`config.mk`:
```
export PLATFORM = sky130hd
export DESIGN_NAME = veririsc_sequencer
export DESIGN_NICKNAME = d
export VERILOG_FILES = /design/src/rtl/veririsc_pkg.sv /design/src/rtl/veririsc_phase_counter.sv /design/src/rtl/veririsc_sequencer.sv
export SDC_FILE = /design/constraint.sdc
export NUM_CORES = 1
export LEC_CHECK = 0
export ABC_AREA = 1
export CAP_MARGIN = 0
export CORE_MARGIN = 2
export CORE_UTILIZATION = 34
export CTS_BUF_LIST = sky130_fd_sc_hd__clkbuf_16
export DETAILED_ROUTE_END_ITERATION = 6
export GPL_ROUTABILITY_DRIVEN = 0
export PLACE_DENSITY = 0.75
export SKIP_LAST_GASP = 1
export SLEW_MARGIN = 20
export SYNTH_ARGS = -nofsm -noshare
export SYNTH_HDL_FRONTEND = slang
export SYNTH_SLANG_ARGS = --single-unit
```
`constraint.sdc`:
```
create_clock -name clk -period 1.36 [get_ports clk]
set_input_delay 0.272 -clock clk [delete_from_list [all_inputs] [get_ports clk]]
set_output_delay 0.272 -clock clk [all_outputs]
set_load 0.02 [all_outputs]
```
`src/rtl/veririsc_pkg.sv`:
```
// Shared VeriRISC encodings: opcodes, instruction phases and sequencer run state.
package veririsc_pkg;

    typedef enum logic [2:0] {
        HLT = 3'd0,
        SKZ = 3'd1,
        ADD = 3'd2,
        AND = 3'd3,
        XOR = 3'd4,
        LDA = 3'd5,
        STO = 3'd6,
        JMP = 3'd7
    } opcode_e;

    typedef enum logic [2:0] {
        INST_ADDR  = 3'd0,
        INST_FETCH = 3'd1,
        INST_LOAD  = 3'd2,
        IDLE       = 3'd3,
        OP_ADDR    = 3'd4,
        OP_FETCH   = 3'd5,
        ALU_OP     = 3'd6,
        STORE      = 3'd7
    } phase_e;

    typedef enum logic {
        S_RUN    = 1'b0,
        S_HALTED = 1'b1
    } seq_state_e;

endpackage

```
`src/rtl/veririsc_phase_counter.sv`:
```
// 3-bit instruction phase counter: synchronous reset, load has priority over increment.
module veririsc_phase_counter (
    input  logic       clk,
    input  logic       rst,
    input  logic       en_i,
    input  logic       load_i,
    input  logic [2:0] load_val_i,
    output logic [2:0] count_o
);

    logic [2:0] count_q;
    logic [2:0] count_d;

    always_comb begin
        count_d = count_q;
        if (load_i) begin
            count_d = load_val_i;
        end else if (en_i) begin
            count_d = count_q + 3'd1;
        end
    end

    always_ff @(posedge clk) begin
        if (rst) begin
            count_q <= '0;
        end else begin
            count_q <= count_d;
        end
    end

    assign count_o = count_q;

endmodule

```
`src/rtl/veririsc_sequencer.sv`:
```
// VeriRISC upstream stage: phase sequencing, RUN/HALTED state, instruction register and zero flag.
module veririsc_sequencer
    import veririsc_pkg::*;
#(
    parameter int DWIDTH  = 8,
    parameter int OPWIDTH = 3,
    parameter int AWIDTH  = 5
) (
    input  logic               clk,
    input  logic               rst,
    input  logic               ena,
    input  logic               go,
    input  logic               halt,
    input  logic               ld_ir,
    input  logic               ld_ac,
    input  logic [DWIDTH-1:0]  data_in,
    input  logic [DWIDTH-1:0]  ac_next,
    output logic [2:0]         phase,
    output logic [OPWIDTH-1:0] opcode,
    output logic [AWIDTH-1:0]  operand,
    output logic               zero,
    output logic               halted
);

    if (AWIDTH != DWIDTH - OPWIDTH) begin : g_bad_width
        $error("veririsc_sequencer: AWIDTH must equal DWIDTH - OPWIDTH");
    end

    seq_state_e        state_q;
    seq_state_e        state_d;
    logic              ph_inc;
    logic              ph_load;
    logic [2:0]        ph_val;
    logic [DWIDTH-1:0] ir_q;
    logic              zero_q;

    veririsc_phase_counter u_phase (
        .clk        (clk),
        .rst        (rst),
        .en_i       (ph_inc),
        .load_i     (ph_load),
        .load_val_i (ph_val),
        .count_o    (phase)
    );

    // Halting parks on OP_FETCH, where a HLT instruction drives no PC update.
    always_comb begin
        state_d = state_q;
        ph_inc  = 1'b0;
        ph_load = 1'b0;
        ph_val  = '0;
        if (ena) begin
            case (state_q)
                S_RUN: begin
                    if (phase == OP_ADDR && halt) begin
                        state_d = S_HALTED;
                        ph_load = 1'b1;
                        ph_val  = OP_FETCH;
                    end else begin
                        ph_inc = 1'b1;
                    end
                end
                S_HALTED: begin
                    if (go) begin
                        state_d = S_RUN;
                        ph_load = 1'b1;
                        ph_val  = ALU_OP;
                    end
                end
                default: state_d = S_RUN;
            endcase
        end
    end

    always_ff @(posedge clk) begin
        if (rst) begin
            state_q <= S_RUN;
        end else begin
            state_q <= state_d;
        end
    end

    always_ff @(posedge clk) begin
        if (rst) begin
            ir_q <= '0;
        end else if (ena && ld_ir) begin
            ir_q <= data_in;
        end
    end

    always_ff @(posedge clk) begin
        if (rst) begin
            zero_q <= 1'b1;
        end else if (ena && ld_ac) begin
            zero_q <= (ac_next == '0);
        end
    end

    assign opcode  = ir_q[DWIDTH-1:AWIDTH];
    assign operand = ir_q[AWIDTH-1:0];
    assign zero    = zero_q;
    assign halted  = (state_q == S_HALTED);

endmodule

```
# Word level (Yosys, flattened, before mapping)
# Cells that the tools add are included.
# word_totals
reg_bits	13
in_bits	23
output_inout_bits	13
word_cells	27
# classes
add_sub_neg	1
eq_ne	1
mux	15
bitwise	1
reduce_logical	5
# ops
op	n
$mux W3	5
$logic_not A8 Y1	1
$mux W1	7
$pmux W3 S2	1
$pmux W1 S2	2
$add A3 B1 Y3 const B	1
$eq A3 B3 Y1 const B	1
$logic_and A1 B1 Y1	3
$reduce_bool A2 Y1	1
$not A1 Y1	1

# Logic depth before layout (Yosys ltp)
# Gate-level depths: netlist of run 1.
# depth
depth_word	7
mapped_depth	7
depth_no_buf	7

# Modules after synthesis
# A second synthesis of run 1 with hierarchy kept.
# unflattened
hier_cells	87
hier_area_um2	603.1
# by_module_without_submodules
mod	instances	cells_per_inst	area_each_um2	seq_area_each_um2
veririsc_sequencer	1	61	436.7	200.2
veririsc_phase_counter	1	26	166.4	60.1

# Worst setup path before layout of run 1
# Ideal clock, no wire load.
# synth_path
path_kind	register -> register
from	reg u_phase.count_q[0], in the netlist u_phase.count_o[0]
to	reg u_phase.count_q[1], in the netlist u_phase.count_o[1]
setup_ps	116
arrival_ps	1002
required_time_ps	1244
setup_slack_ps	242
path_stages_with_launch	5
n_path_buf	0
synth_period_minus_slack_ps	1118
path_cell_list	dfxtp_1 -> inv_1 -> ha_1 -> a21oi_1 -> nor2_1
# synth_between
elab_chain_len	6
word_cells_on_any_way	12
classes_between	1 x add/sub; 1 x eq/ne; 8 x mux; 2 x reduce/logical
# synth_lines
item	line	text
start, declared	veririsc_phase_counter.sv:11	logic [2:0] count_q;
start signal, assigned	veririsc_phase_counter.sv:27	count_q <= count_d;
$eq A3 B3 Y1	veririsc_sequencer.sv:55	if (phase == OP_ADDR && halt) begin
$logic_and A1 B1 Y1	veririsc_sequencer.sv:55	
$mux W1	veririsc_sequencer.sv:55	
$pmux W1 S2 / $mux W1 (equally long branches)	veririsc_sequencer.sv:53	case (state_q)
$mux W1	veririsc_sequencer.sv:52	if (ena) begin
$mux W3 / $reduce_bool A2 Y1 (equally long branches)	--	
# Several ways; a longest one is shown, not always the timed one. The select of a mux whose other input is x is not followed.
# A chain may end at the register's enable or synchronous reset.

# Worst setup path after layout of run 1
# layout_path
from	reg u_phase.count_q[0], in the netlist u_phase.count_o[0]
to	out phase[0]
# layout_rtl
item	line	text
end, declared	veririsc_sequencer.sv:18	output logic [2:0] phase,
# No word-level cell between the ends.

==> metrics.txt, run 1 <==
run status=completed; count of endpoints failing setup in the final report=0; core area=1520 sq um; adder and majority gate portion of the synthesized area=4.48%; share of final-layout standard cells stronger than drive strength 1=7.32%; sum of routed wire length over all layers=1.57 mm; largest cells by area after synthesis=dfxtp_1 (47%), nor2_1 (13%), o21ai_0 (9.0%), nand2_1 (8.7%), inv_1 (6.1%); die width=roughly 45 microns; Final Instance Count excl. Fillers=139; worst-case vdd ir drop=576 uV; count of buffer and inverter cells on the critical path=1; Final Instance Area=1030 sq um; class of the most critical setup path=reg -> out; area of the mapped netlist=between 500 and 600 sq um; Data arrival, critical path=between 900 and 1000 ps; Post-Synthesis Mean Instance Area=7.06 sq um; number of slew-limit violations in the final report=0; Clock Sink Count=13; Placed Cells incl. Taps=135; total of buffers placed on input and output ports=35; number of buffers added by the clock tree synthesis step=3; maximum clock rate=801 MHz; data required time of the worst path=1090 ps; count of pins on the block boundary=36; Gates resized, CTS repair=13; final hold vios=0; vias in the first global route=between 600 and 700; maximum number of pins on one net before global-route repair=11; most numerous cell types in the synthesized netlist=nor2_1 (20), dfxtp_1 (13), nand2_1 (13), o21ai_0 (10), inv_1 (9); Final WS setup=112 ps; category of the worst setup path launch point=flop; unrepaired setup endpoints after global routing=false; Synth Instances=79; antenna violations before repair=0; gr usage total=19.6%; initial core utilization=36.6%; Max transition margin=~83%; slowest stage cell on the critical path=dfxtp_1; Seq/Total Area, Yosys=46.6%; number of enable flip-flop cells after synthesis=0; minimum hold slack=around 460 ps; power density relative to cell area=1140 nW/um^2; clock-pin transition on the worst setup and hold timing paths=40 ps; biggest area consumer among synthesized cells=dfxtp_1; worst clock skew on the final layout=0.605 ps; largest family of logic cells by synthesized area=simple AND/OR/NAND/NOR gates; wire length of the first global-routing pass=2.87 mm; category of cells accounting for the largest share of critical-path delay=flip-flops; number of levels in the clock H-tree=1; final routed DRC violation total=0; share of async-settable or async-resettable flops after synthesis=0%; row cnt=14; diode insertion count for antenna repair=0; routed vias/inst=4.74; first-pass detailed-route iteration total=4; min-delay worst type=reg -> reg; share of synthesized cell area in and, or, nand and nor gates=28.9%; # hold bufs at CTS=0; number of unique standard cell types used by synthesis=11; CTS tree=yes; synthesized-area fraction occupied by ao, oa, aoi and oai cells=between 10% and 20%; mux contribution to synthesized area=0%; net count after synthesis=104; sequence of cells on the critical path=dlygate4sd2_1; estimated wirelength of the detail-placed design=1.19 mm; slew at the pin closest to its max-slew limit=252 ps; buffer type at the clock tree root=clkbuf_16; proportion of netlist area held by the largest area contributor=46.6%; share of the synthesized netlist area taken by xor and xnor gates=0%; iteration-0 DRC count of the detailed router=9; most numerous cell in the Yosys netlist=nor2_1; clock tree buffer depth=2; Max-cap violations=0; worst setup slack after placement=-106 ps; Post-Place Cell Area=966 sq um; net total in the final layout=about 150; chip height=44.5 microns; total number of yosys warnings=0; routed length per placed instance=11.3 microns; CP Capture Type=output port; maximum single-stage delay on the critical path=390 ps; vias after detailed routing=about 660; leakage component of the power=0.501 nW; overall overflow remaining after global route=0; later-pin clock latency in the skew report=240 ps; flip-flop and latch count after synthesis=13; Most used DFF post-synth=dfxtp_1; critical path fanouts, max=4; shortest clock period the worst path allows after layout=1250 ps; buffers inserted during post-CTS setup optimization=0; post-route fraction of the period consumed by the critical path=between 90 and 100%; area of the die=a little under 2000 sq um; Detail Route Antenna Nets=0; P&R area growth vs syn=84.3%
[placed cells by master, fill, tap and decap left out, drive strengths merged, types with 2 or more instances in the layout]
cell type and count:
dlygate4sd2 13, nand2 13, o21ai 10, ha 2
inv 10, clkbuf 3, a21oi 4, clkdlybuf4s50 22
nand3 4, nand4 2, buf 5, dfxtp 13
nor2 20
[routing by layer]
| layer | wire, microns | vias up | global-route usage [%] |
|---|---|---|---|
| met1 | 646 | 290 | 21.5 |
| met5 | 0 | - | 0 |
| met2 | 799 | 26 | 35.7 |
| met3 | 120 | 0 | 4.90 |
| li1 | - | 343 | - |
| met4 | 0 | 0 | 7.27 |
[sequential cells by signal, summed over array words and instances, names as in the netlist]
signal,flops
halted,1
u_phase.count_o,3
ir_q,8
zero,1
[cell families after synthesis]
| group | after synthesis |
|---|---|
| AND/OR/NAND/NOR | 40 |
| buffers and inverters | 9 |
| flip-flops | 13 |
| AO/OA/AOI/OAI | 15 |
| adder cells (fa/ha/maj) | 2 |
[power by group]
| part | internal (mW) | leakage (nW) | switching, mW | total [mW] |
|---|---|---|---|---|
| sequential | 0.409 | 0.107 | 0.0152 | 0.424 |
| clock | 0.386 | 0.0423 | 0.147 | 0.533 |
| combinational | 0.115 | 0.351 | 0.105 | 0.220 |
[stage by stage]
| step | TNS [ps] | util (%) | power, mW |
|---|---|---|---|
| 3_5_place_dp | -861 | 63.4 | 0.667 |
| 4_1_cts | 0 | 67.5 | 1.19 |
| 3_3_place_gp | -905 | 63.4 | 0.664 |
| 6_report | 0 | 67.5 | 1.18 |
| 2_1_floorplan | 0 | - | 0.526 |
| 5_1_grt | 0 | 67.5 | 1.24 |
[final timing paths]
kind | startpoint | endpoint | slack (ps) | cells after the start
max reg2reg | u_phase.count_o[0] | u_phase.count_o[0] | 230 | 6
min reg2reg | zero | zero | 460 | 2
min | zero | zero | 460 | 2
max | u_phase.count_o[0] | phase[0] | 110 | 1
[cell type report]
| class | count | area [sq um] |
|---|---|---|
| inverter | 9 | 33.8 |
| tap | 16 | 20.0 |
| clock inverter | 1 | 3.75 |
| timing repair buffer | 40 | 372 |
| sequential | 13 | 260 |
| fill | 140 | 495 |
| clock buffer | 3 | 75.1 |
| multi-input combinational | 57 | 264 |
No activity file was read; power rests on OpenSTA's default activity.
==> run 2, diff against run 1 <==
--- a/config.mk
+++ b/config.mk
@@ -13,6 +13,7 @@
 export DETAILED_ROUTE_END_ITERATION = 6
 export GPL_ROUTABILITY_DRIVEN = 0
 export PLACE_DENSITY = 0.75
+export RECOVER_POWER = 100
 export SKIP_LAST_GASP = 1
 export SLEW_MARGIN = 20
 export SYNTH_ARGS = -nofsm -noshare
==> run 2 against run 1 <==
Net effect: clock-buffer cell count unchanged; routed wire length decreased by 0.45%; design area down 0.37%; critical endpoint unchanged; final cell count is the same; critical path depth unchanged; clock skew hardly changed.
==> metrics.txt, run 2 (synthesis gave the netlist of run 1 again) <==
net total in the final layout=149 (unchanged); min-delay worst type=reg -> reg; routed vias/inst=4.73 (-0.30%); Data arrival, critical path=980 ps (about the same); post-route fraction of the period consumed by the critical path=91.8% (about the same); Detail Route Antenna Nets=0 (unchanged); count of pins on the block boundary=36 (unchanged); count of buffer and inverter cells on the critical path=1 (unchanged); maximum number of pins on one net before global-route repair=11 (unchanged); run status=completed; worst-case vdd ir drop=576 uV (about the same); routed length per placed instance=11.2 microns (-0.45%); post-route total power=1.18 mW (-0.14%); diode insertion count for antenna repair=0 (unchanged); wire length of the first global-routing pass=2.87 mm (unchanged); CP Capture Type=output port; CTS tree=yes; shortest clock period the worst path allows after layout=1250 ps (+0.291 ps); P&R area growth vs syn=83.6%; initial core utilization=36.6% (unchanged); critical path fanouts, max=4 (unchanged); number of levels in the clock H-tree=1 (unchanged); category of cells accounting for the largest share of critical-path delay=flip-flops; unrepaired setup endpoints after global routing=false; worst setup slack after placement=-106 ps (unchanged); vias after detailed routing=657 (-0.30%); first-pass detailed-route iteration total=4 (unchanged); count of endpoints failing setup in the final report=0 (unchanged); Max-cap violations=0 (unchanged); vias in the first global route=667 (unchanged); antenna violations before repair=0 (unchanged); sum of routed wire length over all layers=1.56 mm (-0.45%); final routed DRC violation total=0 (unchanged); Post-Place Cell Area=966 sq um (unchanged); worst clock skew on the final layout=0.536 ps (-0.0691 ps); chip height=44.5 microns (unchanged); most frequent cells in the layout=clkdlybuf4s50_1 (22), nor2_1 (20), nand2_1 (13), dfxtp_1 (13), dlygate4sd2_1 (13); Max transition margin=83.2% (about the same); clock-pin transition on the worst setup and hold timing paths=40 ps (about the same); maximum clock rate=801 MHz (about the same); slew at the pin closest to its max-slew limit=252 ps (-0.139 ps); maximum single-stage delay on the critical path=390 ps (about the same); Clock Sink Count=13 (unchanged); total of buffers placed on input and output ports=35 (unchanged); minimum hold slack=456 ps (-0.0140 ps); sequence of cells on the critical path=dlygate4sd2_1; core area=1520 sq um (unchanged); power density relative to cell area=1150 nW/um^2 (+0.23%); data required time of the worst path=1090 ps (about the same); row cnt=14 (unchanged); buffer type at the clock tree root=clkbuf_16; later-pin clock latency in the skew report=240 ps (about the same); gr usage total=19.6% (unchanged); category of the worst setup path launch point=flop; number of slew-limit violations in the final report=0 (unchanged); estimated wirelength of the detail-placed design=1.19 mm (unchanged); clock tree buffer depth=2 (unchanged); iteration-0 DRC count of the detailed router=14 (+5); max reg flops=8 (unchanged); Final Instance Count excl. Fillers=139 (unchanged); Placed Cells incl. Taps=135 (unchanged); number of buffers added by the clock tree synthesis step=3 (unchanged); most common cell after layout, fill and taps aside=clkdlybuf4s50_1; class of the most critical setup path=reg -> out; die width=44.5 microns (unchanged); slowest stage cell on the critical path=dfxtp_1; Most flops, register=ir_q; Final WS setup=112 ps (-0.291 ps); share of final-layout standard cells stronger than drive strength 1=6.50% (-0.81 points); leakage component of the power=0.497 nW (-0.72%); overall overflow remaining after global route=0 (unchanged); area of the die=1980 sq um (unchanged); Final Instance Area=1020 sq um (-0.37%); final hold vios=0 (unchanged)
==> run 2: cell types whose count changed in the layout (fill, tap and decap cells not counted), sizes merged <==
cell	change
buf	-1
clkbuf	+1
==> run 2: tightest hold or removal path, delay by kind of cell, from the launching register on <==
kind	cells	cell delay [ps]
flops	1	310
compound gates	1	60
simple gates	1	50
==> run 2: repair_timing <==
item                                    in CTS  in global routing
gates resized for setup                     13                  1
setup buffers                                0                  0
hold buffers                                 0                  0
endpoints found under the setup margin      13                  6
==> run 2: routing by layer <==
layer  routed length, microns  vias up  GRT usage (%)
met5                        0        -              0
met4                        0        0           7.27
met3                      112        0           4.90
met2                      799       25           35.7
met1                      647      289           21.5
li1                         -      343              -
==> run 2: area by class of cell <==
class                           instances  area, sq um
Clock buffer                            3         75.1
Timing Repair Buffer                   40          368
Clock inverter                          1         3.75
Inverter                                9         33.8
Fill cell                             140          499
Multi-Input combinational cell         57          264
Tap cell                               16         20.0
Sequential cell                        13          260
==> run 2: metrics by stage <==
stage	TNS [ps]	util, %
finish	0	67.2
global route	0	67.2
CTS	0	67.5
detailed placement	-861	63.4
global placement	-905	63.4
floorplan	0	-
==> run 2: power by group <==
group	switching [mW]	internal [mW]	total [mW]
sequential	0.0152	0.409	0.424
clock	0.147	0.386	0.533
combinational	0.104	0.114	0.219
==> run 2: path summary, 6_finish.rpt <==
check	from	endpoint	slack, ps	cells after the start
worst max-delay path	u_phase.count_o[0]	phase[0]	110	1
worst min-delay path	zero	zero	460	2
worst max register to register	u_phase.count_o[0]	u_phase.count_o[0]	230	6
worst min register to register	zero	zero	460	2
